--- config.mk ---
export PLATFORM = sky130hd
export DESIGN_NAME = uart_fifo_unit
export DESIGN_NICKNAME = d
export VERILOG_FILES = /design/src/rtl/uart_pkg.sv /design/src/rtl/uart_sync_fifo.sv /design/src/rtl/uart_fifo_unit.sv
export SDC_FILE = /design/constraint.sdc
export NUM_CORES = 1
export LEC_CHECK = 0
export CELL_PAD_IN_SITES_DETAIL_PLACEMENT = 0
export CELL_PAD_IN_SITES_GLOBAL_PLACEMENT = 1
export CORE_MARGIN = 2
export CORE_UTILIZATION = 48
export CTS_CLUSTER_SIZE = 12
export DETAILED_ROUTE_END_ITERATION = 6
export GPL_TIMING_DRIVEN = 1
export PLACE_DENSITY = 0.84
export SKIP_CTS_REPAIR_TIMING = 1
export SLEW_MARGIN = 20
export SYNTH_ARGS = -nofsm -noshare
export SYNTH_HDL_FRONTEND = slang
export SYNTH_HIERARCHICAL = 1
export SYNTH_SLANG_ARGS = --single-unit
--- constraint.sdc ---
create_clock -name CLK -period 4.9 [get_ports CLK]
set_input_delay 0.98 -clock CLK [delete_from_list [all_inputs] [get_ports CLK]]
set_output_delay 0.98 -clock CLK [all_outputs]
set_load 0.01 [all_outputs]
--- src/rtl/uart_pkg.sv ---
// Shared definitions for the UART FIFO unit: register offsets,
// CON bit positions, TX/RX state encodings and a parity helper.
package uart_pkg;

  localparam logic [31:0] OFF_TXD = 32'h0;
  localparam logic [31:0] OFF_RXD = 32'h4;
  localparam logic [31:0] OFF_CON = 32'h8;
  localparam logic [31:0] OFF_DIV = 32'hC;

  localparam int CON_TXIE   = 0;
  localparam int CON_RXIE   = 1;
  localparam int CON_PAREN  = 2;
  localparam int CON_PARODD = 3;
  localparam int CON_TXIDLE = 4;
  localparam int CON_RXNE   = 5;
  localparam int CON_TXFULL = 6;
  localparam int CON_OVR    = 7;
  localparam int CON_FERR   = 8;
  localparam int CON_TXOVF  = 9;

  typedef enum logic [2:0] {
    TX_IDLE,
    TX_START,
    TX_DATA,
    TX_PARITY,
    TX_STOP
  } tx_state_e;

  typedef enum logic [2:0] {
    RX_IDLE,
    RX_START,
    RX_DATA,
    RX_PARITY,
    RX_STOP
  } rx_state_e;

  // Parity bit that makes the total count of ones even (or odd).
  function automatic logic par_bit(
    input logic [7:0] d,
    input logic       odd
  );
    return (^d) ^ odd;
  endfunction

endpackage

--- src/rtl/uart_sync_fifo.sv ---
// Synchronous FIFO with show-ahead head output.
// Ports: clk, rst_n, push/wdata in, pop in, full/empty/head out.
module uart_sync_fifo #(
  parameter int WIDTH = 8,
  parameter int DEPTH = 8
) (
  input  logic             clk,
  input  logic             rst_n,
  input  logic             push,
  input  logic             pop,
  input  logic [WIDTH-1:0] wdata,
  output logic             full,
  output logic             empty,
  output logic [WIDTH-1:0] head
);

  localparam int AW = $clog2(DEPTH);

  logic [WIDTH-1:0] mem_q [DEPTH];
  logic [AW:0]      wr_ptr_q, wr_ptr_d;
  logic [AW:0]      rd_ptr_q, rd_ptr_d;

  // Extra pointer bit tells full from empty when indices match.
  assign empty = (wr_ptr_q == rd_ptr_q);
  assign full  = (wr_ptr_q[AW] != rd_ptr_q[AW]) &&
                 (wr_ptr_q[AW-1:0] == rd_ptr_q[AW-1:0]);
  assign head  = mem_q[rd_ptr_q[AW-1:0]];

  always_comb begin
    wr_ptr_d = wr_ptr_q;
    rd_ptr_d = rd_ptr_q;
    if (push) wr_ptr_d = wr_ptr_q + 1'b1;
    if (pop)  rd_ptr_d = rd_ptr_q + 1'b1;
  end

  always_ff @(posedge clk or negedge rst_n) begin
    if (!rst_n) begin
      wr_ptr_q <= '0;
      rd_ptr_q <= '0;
    end else begin
      wr_ptr_q <= wr_ptr_d;
      rd_ptr_q <= rd_ptr_d;
    end
  end

  always_ff @(posedge clk) begin
    if (push) mem_q[wr_ptr_q[AW-1:0]] <= wdata;
  end

endmodule

--- src/rtl/uart_fifo_unit.sv ---
// UART with TX/RX FIFOs, baud tick generator and bus registers.
// Ports: CLK, Reset_n, rd/wr/addr/wdata/rdata bus, tx_out, rx_in, irq.
module uart_fifo_unit
  import uart_pkg::*;
#(
  parameter logic [31:0] BASE_ADDR  = 32'h40000018,
  parameter int          FIFO_DEPTH = 8,
  parameter logic [15:0] DIV_RESET  = 16'd15,
  parameter int          OVERSAMPLE = 16
) (
  input  logic        CLK,
  input  logic        Reset_n,
  input  logic        rd,
  input  logic        wr,
  input  logic [31:0] addr,
  input  logic [31:0] wdata,
  output logic [31:0] rdata,
  output logic        tx_out,
  input  logic        rx_in,
  output logic        irq
);

  localparam int OSW = $clog2(OVERSAMPLE);
  localparam logic [OSW-1:0] OS_LAST = OSW'(OVERSAMPLE - 1);
  localparam logic [OSW-1:0] OS_HALF = OSW'(OVERSAMPLE / 2 - 1);

  logic sel_txd, sel_rxd, sel_con, sel_div;
  logic wr_txd, wr_con, wr_div, rd_rxd;

  assign sel_txd = (addr == BASE_ADDR + OFF_TXD);
  assign sel_rxd = (addr == BASE_ADDR + OFF_RXD);
  assign sel_con = (addr == BASE_ADDR + OFF_CON);
  assign sel_div = (addr == BASE_ADDR + OFF_DIV);
  assign wr_txd  = wr & sel_txd;
  assign wr_con  = wr & sel_con;
  assign wr_div  = wr & sel_div;
  assign rd_rxd  = rd & sel_rxd;

  logic unused_wdata;
  assign unused_wdata = ^wdata[31:16];

  logic [3:0]  ctrl_q, ctrl_d;
  logic [2:0]  sticky_q, sticky_d;
  logic [15:0] div_q, div_d;
  logic [15:0] tick_cnt_q, tick_cnt_d;
  logic        irq_q, irq_d;
  logic        tick;

  logic       tx_push, tx_pop, tx_full, tx_empty;
  logic [7:0] tx_head;
  logic       rx_push, rx_pop, rx_full, rx_empty;
  logic [7:0] rx_head;

  tx_state_e      tx_state_q, tx_state_d;
  logic [OSW-1:0] tx_cnt_q, tx_cnt_d;
  logic [2:0]     tx_idx_q, tx_idx_d;
  logic [7:0]     tx_byte_q, tx_byte_d;
  logic           tx_out_q, tx_out_d;
  logic           tx_end, tx_idle;

  rx_state_e      rx_state_q, rx_state_d;
  logic [OSW-1:0] rx_cnt_q, rx_cnt_d;
  logic [2:0]     rx_idx_q, rx_idx_d;
  logic [7:0]     rx_byte_q, rx_byte_d;
  logic           rx_par_q, rx_par_d;
  logic [1:0]     sync_q;
  logic           rx_prev_q;
  logic           rx_s, rx_end, rx_half, par_ok;
  logic           rx_good, rx_bad;

  logic [31:0] con_val;

  uart_sync_fifo #(.WIDTH(8), .DEPTH(FIFO_DEPTH)) u_tx_fifo (
    .clk   (CLK),
    .rst_n (Reset_n),
    .push  (tx_push),
    .pop   (tx_pop),
    .wdata (wdata[7:0]),
    .full  (tx_full),
    .empty (tx_empty),
    .head  (tx_head)
  );

  uart_sync_fifo #(.WIDTH(8), .DEPTH(FIFO_DEPTH)) u_rx_fifo (
    .clk   (CLK),
    .rst_n (Reset_n),
    .push  (rx_push),
    .pop   (rx_pop),
    .wdata (rx_byte_q),
    .full  (rx_full),
    .empty (rx_empty),
    .head  (rx_head)
  );

  assign tick = (tick_cnt_q == div_q);

  always_comb begin
    tick_cnt_d = tick ? '0 : tick_cnt_q + 16'd1;
    if (wr_div) tick_cnt_d = '0;
  end

  // ---------------- TX engine ----------------
  assign tx_end  = tick && (tx_cnt_q == OS_LAST);
  assign tx_idle = (tx_state_q == TX_IDLE) && tx_empty;
  // Engine pop frees a slot in the same cycle as a bus write.
  assign tx_push = wr_txd && (!tx_full || tx_pop);

  always_comb begin
    tx_state_d = tx_state_q;
    tx_cnt_d   = tx_cnt_q;
    tx_idx_d   = tx_idx_q;
    tx_byte_d  = tx_byte_q;
    tx_out_d   = tx_out_q;
    tx_pop     = 1'b0;
    if (tick && tx_state_q != TX_IDLE)
      tx_cnt_d = tx_end ? '0 : tx_cnt_q + 1'b1;
    unique case (tx_state_q)
      TX_IDLE: begin
        if (!tx_empty) begin
          tx_pop     = 1'b1;
          tx_byte_d  = tx_head;
          tx_cnt_d   = '0;
          tx_out_d   = 1'b0;
          tx_state_d = TX_START;
        end
      end
      TX_START: begin
        if (tx_end) begin
          tx_idx_d   = '0;
          tx_out_d   = tx_byte_q[0];
          tx_state_d = TX_DATA;
        end
      end
      TX_DATA: begin
        if (tx_end) begin
          if (tx_idx_q == 3'd7) begin
            if (ctrl_q[CON_PAREN]) begin
              tx_out_d   = par_bit(tx_byte_q,
                                   ctrl_q[CON_PARODD]);
              tx_state_d = TX_PARITY;
            end else begin
              tx_out_d   = 1'b1;
              tx_state_d = TX_STOP;
            end
          end else begin
            tx_idx_d = tx_idx_q + 3'd1;
            tx_out_d = tx_byte_q[tx_idx_q + 3'd1];
          end
        end
      end
      TX_PARITY: begin
        if (tx_end) begin
          tx_out_d   = 1'b1;
          tx_state_d = TX_STOP;
        end
      end
      TX_STOP: begin
        if (tx_end) begin
          // Chain straight into the next frame with no idle gap.
          if (!tx_empty) begin
            tx_pop     = 1'b1;
            tx_byte_d  = tx_head;
            tx_out_d   = 1'b0;
            tx_state_d = TX_START;
          end else begin
            tx_out_d   = 1'b1;
            tx_state_d = TX_IDLE;
          end
        end
      end
      default: begin
        tx_out_d   = 1'b1;
        tx_state_d = TX_IDLE;
      end
    endcase
  end

  // ---------------- RX engine ----------------
  assign rx_s    = sync_q[1];
  assign rx_end  = tick && (rx_cnt_q == OS_LAST);
  assign rx_half = tick && (rx_cnt_q == OS_HALF);
  assign par_ok  = ((^rx_byte_q) ^ rx_par_q) == ctrl_q[CON_PARODD];
  assign rx_pop  = rd_rxd && !rx_empty;
  assign rx_push = rx_good && (!rx_full || rx_pop);

  always_comb begin
    rx_state_d = rx_state_q;
    rx_cnt_d   = rx_cnt_q;
    rx_idx_d   = rx_idx_q;
    rx_byte_d  = rx_byte_q;
    rx_par_d   = rx_par_q;
    rx_good    = 1'b0;
    rx_bad     = 1'b0;
    if (tick && rx_state_q != RX_IDLE)
      rx_cnt_d = rx_end ? '0 : rx_cnt_q + 1'b1;
    unique case (rx_state_q)
      RX_IDLE: begin
        if (rx_prev_q && !rx_s) begin
          rx_cnt_d   = '0;
          rx_state_d = RX_START;
        end
      end
      RX_START: begin
        // Mid start bit: high here means it was a glitch.
        if (rx_half) begin
          if (rx_s) begin
            rx_state_d = RX_IDLE;
          end else begin
            rx_cnt_d   = '0;
            rx_idx_d   = '0;
            rx_state_d = RX_DATA;
          end
        end
      end
      RX_DATA: begin
        if (rx_end) begin
          rx_byte_d = {rx_s, rx_byte_q[7:1]};
          rx_idx_d  = rx_idx_q + 3'd1;
          if (rx_idx_q == 3'd7)
            rx_state_d = ctrl_q[CON_PAREN] ? RX_PARITY : RX_STOP;
        end
      end
      RX_PARITY: begin
        if (rx_end) begin
          rx_par_d   = rx_s;
          rx_state_d = RX_STOP;
        end
      end
      RX_STOP: begin
        if (rx_end) begin
          rx_state_d = RX_IDLE;
          if (rx_s && (!ctrl_q[CON_PAREN] || par_ok))
            rx_good = 1'b1;
          else
            rx_bad = 1'b1;
        end
      end
      default: rx_state_d = RX_IDLE;
    endcase
  end

  // ---------------- registers ----------------
  assign con_val = {22'b0, sticky_q, tx_full, !rx_empty,
                    tx_idle, ctrl_q};

  always_comb begin
    logic [2:0] set_v;
    logic [2:0] clr_v;
    set_v = {rx_bad, rx_good && rx_full && !rx_pop, 1'b0};
    set_v = {wr_txd && tx_full && !tx_pop,
             rx_bad,
             rx_good && rx_full && !rx_pop};
    clr_v = wr_con ? wdata[9:7] : 3'b0;
    // Set wins over a same-cycle clear.
    sticky_d = (sticky_q & ~clr_v) | set_v;
    ctrl_d   = wr_con ? wdata[3:0] : ctrl_q;
    div_d    = wr_div ? wdata[15:0] : div_q;
    irq_d    = (ctrl_q[CON_TXIE] & con_val[CON_TXIDLE]) |
               (ctrl_q[CON_RXIE] & con_val[CON_RXNE]) |
               (|sticky_q);
  end

  always_comb begin
    rdata = '0;
    if (rd) begin
      unique case (1'b1)
        sel_rxd: rdata = rx_empty ? '0 : {24'b0, rx_head};
        sel_con: rdata = con_val;
        sel_div: rdata = {16'b0, div_q};
        default: rdata = '0;
      endcase
    end
  end

  always_ff @(posedge CLK or negedge Reset_n) begin
    if (!Reset_n) begin
      ctrl_q     <= '0;
      sticky_q   <= '0;
      div_q      <= DIV_RESET;
      tick_cnt_q <= '0;
      irq_q      <= 1'b0;
      tx_state_q <= TX_IDLE;
      tx_cnt_q   <= '0;
      tx_idx_q   <= '0;
      tx_byte_q  <= '0;
      tx_out_q   <= 1'b1;
      rx_state_q <= RX_IDLE;
      rx_cnt_q   <= '0;
      rx_idx_q   <= '0;
      rx_byte_q  <= '0;
      rx_par_q   <= 1'b0;
      sync_q     <= 2'b11;
      rx_prev_q  <= 1'b1;
    end else begin
      ctrl_q     <= ctrl_d;
      sticky_q   <= sticky_d;
      div_q      <= div_d;
      tick_cnt_q <= tick_cnt_d;
      irq_q      <= irq_d;
      tx_state_q <= tx_state_d;
      tx_cnt_q   <= tx_cnt_d;
      tx_idx_q   <= tx_idx_d;
      tx_byte_q  <= tx_byte_d;
      tx_out_q   <= tx_out_d;
      rx_state_q <= rx_state_d;
      rx_cnt_q   <= rx_cnt_d;
      rx_idx_q   <= rx_idx_d;
      rx_byte_q  <= rx_byte_d;
      rx_par_q   <= rx_par_d;
      sync_q     <= {sync_q[0], rx_in};
      rx_prev_q  <= rx_s;
    end
  end

  assign tx_out = tx_out_q;
  assign irq    = irq_q;

endmodule

# After elaboration in Yosys (flattened, before gate mapping)
# Memories as Yosys holds them, arrays and structs flattened.
# Index checks and enable logic that the tools add are counted.
# totals
elab_cells,198
memories,2
in_bits,69
ram_bits,128
regBits,97
output_inout_bits,34
# classes
n_lt_le_gt_ge,1
add_sub_neg,9
n_bitwise,13
n_reduce_logical,45
eq_ne,39
n_mux,68
# mem_list
name,words,word_bits,read_ports,rd_clocked_by_memory_dff,write_ports,line_no,text
u_rx_fifo.mem_q,8,8,1,0,1,uart_sync_fifo.sv:19,logic [WIDTH-1:0] mem_q [DEPTH];
u_tx_fifo.mem_q,8,8,1,0,1,uart_sync_fifo.sv:19,
# ops
cell,n
== test 32 x 31 -> 1 bit (second input constant),4
two-way mux 3 bit,20
two-way mux 16 bit,3
one-hot mux 16 bit (3 select lines),1
two-way mux 4 bit,9
one-hot mux 3 bit (5 select lines),2
!= test 2 bit (second input constant),14
adder 4 x 1 -> 4 bit (second input constant),6
two-way mux 8 bit,3
two-way mux 1 bit,22
logical AND 1 bit,17
adder 16 x 1 -> 16 bit (second input constant),1
== test 16 bit,1
one-hot mux 8 bit (2 select lines),1
XOR reduction 8 bit,2
== test 3 x 2 -> 1 bit (second input constant),4
== test 3 bit (second input constant),4
one-hot mux 3 bit (2 select lines),2
AND reduction 6 bit,2
== test 4 bit,2
== test 4 bit (second input constant),2
one-hot mux 4 bit (2 select lines),1
AND reduction 4 bit,2
logical NOT 1 bit,7
other kinds (24),43

# Logic depth before layout (Yosys ltp)
# Gate-level depths: netlist (run 1).
# depth
depth_word,11
mapped_depth,10
mapped_depth_nobuf,8

# Hierarchy
# Netlist (run 1), hierarchy kept.
# by_module_without_submodules
mod,area_per_inst_um2,seq_area_each_um2,n_inst,cells_each
uart_sync_fifo,2915.3,2122.0,2,136
uart_fifo_unit,4639.4,2037.0,1,448

# Worst setup path before layout (run 1)
# OpenSTA, ideal clock, no wires.
# synth_timing
kind,input to register
from,input addr[9]
to,memory u_rx_fifo.mem_q[0][0] (enable)
required_time_ns,4.517
cell_stages,8
n_path_buf,0
t_arrival_ns,3.576
setup_ns,0.383
setup_slack_ns,0.941
cell_sequence,nor4_1 > and3_1 > nand4_1 > nor3_1 > nand2_1 > a21boi_0 > nand2b_1 > nor3_1
# synth_between
elab_chain_cells,7
# synth_lines
element,line_no,text
"start, declared",uart_fifo_unit.sv:15,"input logic [31:0] addr,"
== test 32 x 31 -> 1 bit,uart_fifo_unit.sv:31,assign sel_rxd = (addr == BASE_ADDR + OFF_RXD);
AND 1 bit,uart_fifo_unit.sv:37,assign rd_rxd = rd & sel_rxd;
logical AND 1 bit,uart_fifo_unit.sv:183,assign rx_pop = rd_rxd && !rx_empty;
logical OR 1 bit,uart_fifo_unit.sv:184,assign rx_push = rx_good && (!rx_full || rx_pop);
logical AND 1 bit,uart_fifo_unit.sv:184,
named net rx_push,uart_fifo_unit.sv:51,"logic rx_push, rx_pop, rx_full, rx_empty;"
two-way mux 1 bit,uart_sync_fifo.sv:47,if (push) mem_q[wr_ptr_q[AW-1:0]] <= wdata;
two-way mux 1 bit (implied by the code),uart_sync_fifo.sv:47,
"end, declared",uart_sync_fifo.sv:19,
# The timed path passes the listed nets, and every way through them passes these cells.

# Worst setup path after layout (run 1)
# layout_timing
from,input addr[13]
to,output rdata[6]
# layout_between
elab_chain_cells,3
elab_cells_between_ends,5
classes_between,eq/ne (3); mux (2)
# layout_lines
element,line_no,text
"== test 32 x 31 -> 1 bit, on equally long branches","uart_fifo_unit.sv:33, uart_fifo_unit.sv:31, uart_fifo_unit.sv:32",
one-hot mux 16 bit (3 select lines) (*),uart_fifo_unit.sv:266,unique case (1'b1)
two-way mux 16 bit (*),uart_fifo_unit.sv:265,if (rd) begin
"end, declared",uart_fifo_unit.sv:17,"output logic [31:0] rdata,"
# Mark *: on every way between the ends. The rest lies on a longest branch, timed or not.

==> results of run 1 <==
Yosys cell counts, types with 3 or more instances:
cell type / number / share of area [%]
nor4_1: 12 / 0.72
nand2b_1: 11 / 0.66
dfstp_2: 8 / 2.0
nand2_1: 33 / 1.2
or3_1: 4 / 0.24
edfxtp_1: 128 / 37
mux4_2: 16 / 3.4
nor2b_1: 4 / 0.24
xor2_1: 22 / 1.8
nor4b_1: 4 / 0.33
a21oi_1: 10 / 0.48
buf_2: 9 / 0.43
nand3_1: 16 / 0.76
mux2_2: 42 / 4.5
buf_6: 3 / 0.32
o21ai_0: 15 / 0.72
inv_1: 22 / 0.79
a22o_1: 3 / 0.25
buf_4: 16 / 1.1
mux2i_1: 5 / 0.48
mux4_1: 18 / 4.5
xnor2_1: 45 / 3.8
nor3_1: 15 / 0.72
and3_1: 8 / 0.48
nand4_1: 12 / 0.72
nor2_1: 53 / 1.9
clkbuf_1: 11 / 0.39
ha_1: 11 / 1.3
a32oi_1: 3 / 0.25
dfrtp_1: 89 / 21
a22oi_1: 8 / 0.57
mux2_4: 19 / 2.7
kinds of logic after synthesis:
group,after synthesis,share of synthesized area [%]
DFF,225,60.0
and+or+nand+nor,186,9.32
muxes,102,15.9
xor gates and xnor gates,68,5.82
buffers and inverters,66,3.59
AOI/OAI and AO/OA,61,4.04
adders and majority gates,11,1.31
other,1,0.0358
power by group:
group          internal, W  switching (W)
clock network      0.00102       0.000690
registers          0.00207      0.0000932
logic             0.000257       0.000233
registers in the layout (all words and copies together), names as in the netlist, 3 cells and up:
signal,flops
u_rx_fifo/rd_ptr_q,4
div_q,16
u_rx_fifo/mem_q,64
rx_byte_q,8
tx_cnt_q,4
tx_byte_q,8
ctrl_q,4
tx_state_q,3
rx_idx_q,3
u_tx_fifo/wr_ptr_q,4
rx_cnt_q,4
tick_cnt_q,16
u_tx_fifo/mem_q,64
tx_idx_q,3
sticky_q,3
u_tx_fifo/rd_ptr_q,4
rx_state_q,3
u_rx_fifo/wr_ptr_q,4
cell type report:
class | instances | area [um2] | share of cell area, %
inverter | 22 | 82.6 | 0.677
clock buffer | 38 | 694 | 5.69
sequential | 225 | 6280 | 51.5
tap | 280 | 350 | 2.87
clock inverter | 6 | 55.1 | 0.451
multi-input combinational | 444 | 3870 | 31.7
timing repair buffer | 92 | 863 | 7.08
per-layer routing:
| metal | global-route usage (%) | up-vias | wire length (um) |
|---|---|---|---|
| met5 | 0 | - | 0 |
| met4 | 4.81 | 0 | 410 |
| met3 | 3.02 | 24 | 1100 |
| met2 | 33.9 | 174 | 11300 |
| met1 | 26.2 | 3152 | 9210 |
| li1 | - | 2844 | - |
stage by stage:
step / instance area [um2] / power [W] / setup WS (ns)
2_1_floorplan: 10500 / 0.00254 / 0.941
3_3_place_gp: 11400 / 0.00265 / 0.350
3_5_place_dp: 11400 / 0.00269 / 0.217
4_1_cts: 12200 / 0.00440 / 0.204
5_1_grt: 12200 / 0.00455 / 0.0256
6_report: 12200 / 0.00437 / 0.245
critical path, delay by kind of cell:
kind	cells	cell delay, ns
AOI/OAI and AO/OA	1	0.09
buffers and inverters	3	1.18
and+or+nand+nor	5	1.43
final timing paths:
| kind | end | slack [ns] | depth (start not counted) |
|---|---|---|---|
| hold / removal | sync_q[1] | 0.36 | 0 |
| hold reg to reg | sync_q[1] | 0.36 | 0 |
| setup / recovery | rdata[6] | 0.25 | 9 |
| max in group asynchronous | div_q[0] | 3.33 | 2 |
| setup reg to reg | u_tx_fifo/mem_q[4][4] | 0.89 | 8 |
| min in group asynchronous | tx_byte_q[1] | 0.51 | 1 |
layout by cell type, fill, tap and decap left out, types with 18 or more instances in the layout:
cell type          n
clkbuf_16         25
dfrtp_1           89
mux4_1            18
mux2_4            19
mux2_2            42
xor2_1            22
clkdlybuf4s50_1   69
nor2_1            53
edfxtp_1         128
buf_4             23
nand2_1           33
inv_1             22
xnor2_1           45
==> impl_metrics.ini, run 1 <==
[clocking]
clockRootBuffer = clkbuf_16
numCtsBuffers = 24
cts_buffer_depth = 3
cts.sinks = 225
clk_pin_slew_ns = 0.05
cts-htree-levels = 1
tritoncts = yes
clk_latency_ns = 0.51

[run]
maxCapViolCount = 0

[worst_hold_path]
hold_path_class = register to register
hold_path_startpoint = sync_q[0]

[routing]
vias = 6194
viasPerCell = 5.60
drc = 0
routed_wl_um = 22100
drt_iter0_drc = 441
ant_nets = 0
wl_per_cell_um = 19.9
drt_pass1_iterations = 7

[worst_setup_path]
crit_slowest_cell = clkdlybuf4s50_1
worstPathCellList = clkdlybuf4s50_1, nor4_1, and3_1, nand4_1, nor3_1, buf_4, a22oi_1, nor2_1, clkdlybuf4s50_1
critPathLaunch = addr[13]
r2r_start = u_tx_fifo/rd_ptr_q[1]
cp_max_fo = 5
path_common_cell = clkdlybuf4s50_1
endpoint_kind = output port
required_ns = 3.92
crit_type = input pin to output port
cp_data_arrival_time_ns = 3.67
cp-start-kind = input pin
max_stage_delay_ns = 0.55

[sta]
rsz0062_at_grt = false
finalSetupViolations = 0
slew_viol_final = 0
min_period_over_period_pct = 95.0
worst_pin_slew_ns = 0.883
fin_skew_ns = 0.00645
clock.fmax_ghz = 0.215
relSlewSlack_pct = 40.9
fin_hold_ws_ns = 0.356
finalCriticalPeriod_ns = 4.65
final.setup.tns_ns = 0
hold_viol_final = 0

[logic_synthesis]
synth_edf_count = 128
ys_ff_latch = 225
synthArstFlopShare_pct = 43.1
synthCells = 720
synth_flop_cell = edfxtp_1
syn_area_um2 = 10500
syn-mean-instance-area_um2 = 14.5
synth_cell_type_count = 68
synth-seq-area-share_pct = 60.0
yosysWarnings = 6

[place]
place_inst = 1063
dp.final_hpwl_um = 15200
gp_congestion = 0.791
io_buffer_count = 70

[floorplan]
die-area_um2 = 23000
initial_utilization_pct = 48.4
die_x_um = 152
core_um2 = 21600
die_y_um = 152
rows = 54
io_pins = 103

[finish]
syn_to_final_growth_pct = 16.5
fin_nets = 889
diodes = 0
fin_util_pct = 56.4
instances_no_fill = 1107
drive_gt1_share_pct = 18.3
fillCellCount = 1711

[global_route]
antenna_found_initial = 0
grt_util_all_layers_pct = 19.6
grt_pass1_vias = 6375
grt_max_degree = 55
grt_overflow_total = 0
grt_pass1_wl_um = 34400

[power]
power_density_nw_per_um2 = 358
p_leak_nw = 4.80
ir_drop_uv = 298

[outcome]
status = finished, final reports clean
Power figures use the tool's default switching activity.
==> inputs of run 2 (changes only) <==
--- a/config.mk
+++ b/config.mk
@@ -14,7 +14,7 @@
 export GPL_TIMING_DRIVEN = 1
 export PLACE_DENSITY = 0.84
 export SKIP_CTS_REPAIR_TIMING = 1
-export SLEW_MARGIN = 20
+export SLEW_MARGIN = 5
 export SYNTH_ARGS = -nofsm -noshare
 export SYNTH_HDL_FRONTEND = slang
 export SYNTH_HIERARCHICAL = 1
==> constraint.sdc (replaced) <==
create_clock -name CLK -period 4.9 [get_ports CLK]
set_input_delay 0.98 -clock CLK [delete_from_list [all_inputs] [get_ports CLK]]
set_output_delay 0.98 -clock CLK [all_outputs]
set_load 0.02 [all_outputs]
==> impl_metrics.ini, run 2 (synthesis gave the netlist of run 1 again) <==
[outcome]
status = finished, final reports clean

[routing]
ant_nets = 0
drt_iter0_drc = 393
drc = 0
routed_wl_um = 21800
drt_pass1_iterations = 5
viasPerCell = 5.57
wl_per_cell_um = 19.7
vias = 6166

[sta]
hold_viol_final = 0
slew_viol_final = 0
final.setup.tns_ns = 0
min_period_over_period_pct = 96.2
rsz0062_at_grt = false
finalCriticalPeriod_ns = 4.71
worst_pin_slew_ns = 0.833
relSlewSlack_pct = 44.0
fin_skew_ns = 0.0221
finalSetupViolations = 0
clock.fmax_ghz = 0.212
setup_ws_ns = 0.187

[worst_setup_path]
cp_data_arrival_time_ns = 3.73
endpoint_kind = output port
cp-start-kind = input pin
cp_max_fo = 3
r2r_start = tick_cnt_q[11]
crit_cells = 8
critPathLaunch = addr[9]
crit_slowest_cell = clkdlybuf4s50_1
path_buf_inv = 2
cp_top_family = simple AND/OR/NAND/NOR gates
max_stage_delay_ns = 0.71
crit_type = input pin to output port
required_ns = 3.92
ff2ff_path_depth = 9
worstPathCellList = clkdlybuf4s50_1, nor4_1, and3_1, nand4_1, nand2_1, nand3_1, nor4_1, clkdlybuf4s50_1

[clocking]
clk_pin_slew_ns = 0.06
cts-htree-levels = 1
cts.sinks = 225
numCtsBuffers = 24
cts_buffer_depth = 3
clockRootBuffer = clkbuf_16
clk_latency_ns = 0.52
tritoncts = yes

[floorplan]
initial_utilization_pct = 48.4
die_y_um = 152
rows = 54
die-area_um2 = 23000
io_pins = 103
die_x_um = 152
core_um2 = 21600

[finish]
final_common_cell = edfxtp_1
syn_to_final_growth_pct = 16.2
diodes = 0
seq_area_um2 = 6280
fin_nets = 889
most-common-layout-cells = edfxtp_1, dfrtp_1, clkdlybuf4s50_1
instances_no_fill = 1107
fillCellCount = 1699
multiInputGateArea_um2 = 3870
drive_gt1_share_pct = 18.0

[global_route]
grt_util_all_layers_pct = 19.7
antenna_found_initial = 0
grt_max_degree = 66
grt_pass1_wl_um = 34700
grt_pass1_vias = 6294
grt_overflow_total = 0

[power]
p_sw_w = 0.00101
internal-power_w = 0.00327
power_density_nw_per_um2 = 352
pwr-share-clk_pct = 38.2
pwr-share-comb_pct = 11.4
p_leak_nw = 4.78
p_seq_share_pct = 50.4
ir_drop_uv = 265
switching_share_pct = 23.6

[run]
maxCapViolCount = 0

[worst_hold_path]
hold_path_startpoint = sync_q[0]
worstHoldPathCells = 0
hold_path_class = register to register

[place]
place_inst = 1063
dp.final_hpwl_um = 15500
io_buffer_count = 70
pre_cts_ws_ns = 0.242
gp_congestion = 0.801
## run 2: cell types whose count changed in the layout (fill, tap and decap cells not counted)
cell       delta
clkinv_2      -2
clkinv_8      +1
clkinv_1      +1
clkinv_4      +1
clkbuf_1      +1
clkbuf_16     -1
bufinv_16     -1
## run 2: final timing paths
kind / to / slack (ns)
max: rdata[8] / 0.19
min: sync_q[1] / 0.36
max reg2reg: u_tx_fifo/mem_q[0][4] / 0.73
min reg2reg: sync_q[1] / 0.36
max in group asynchronous: sync_q[0] / 3.31
min in group asynchronous: tx_byte_q[3] / 0.55
## run 2: power groups by stage
stage | clock [W] | combinational [W] | sequential, W
after floorplan | 0 | 0.000389 | 0.00216
after CTS | 0.00167 | 0.000494 | 0.00216
after detailed placement | 0 | 0.000490 | 0.00220
after global routing | 0.00175 | 0.000543 | 0.00217
final | 0.00164 | 0.000488 | 0.00216
after global placement | 0 | 0.000467 | 0.00219
## run 2: final cells by class
class,count,share of cell area (%)
sequential,225,51.6
tap,280,2.88
clock inverter,6,0.360
timing repair buffer,92,7.10
inverter,22,0.679
multi-input combinational,444,31.8
clock buffer,38,5.53
## run 2: stage by stage
stage,cell area (um2),hold WS [ns],total power (W),util (%)
after floorplan,10500,0.345,0.00255,-
after global placement,11400,0.348,0.00266,52.9
after detailed placement,11400,0.349,0.00269,52.9
after CTS,12200,0.357,0.00432,56.3
after global routing,12200,0.367,0.00447,56.3
final,12200,0.355,0.00429,56.3
## run 2: metal layers
layer	wire length, um	global-route usage, %	vias to the layer above
met5	0	0	-
met4	486	5.46	0
met3	907	2.72	34
met2	10900	33.4	167
met1	9490	26.8	3120
li1	-	-	2845
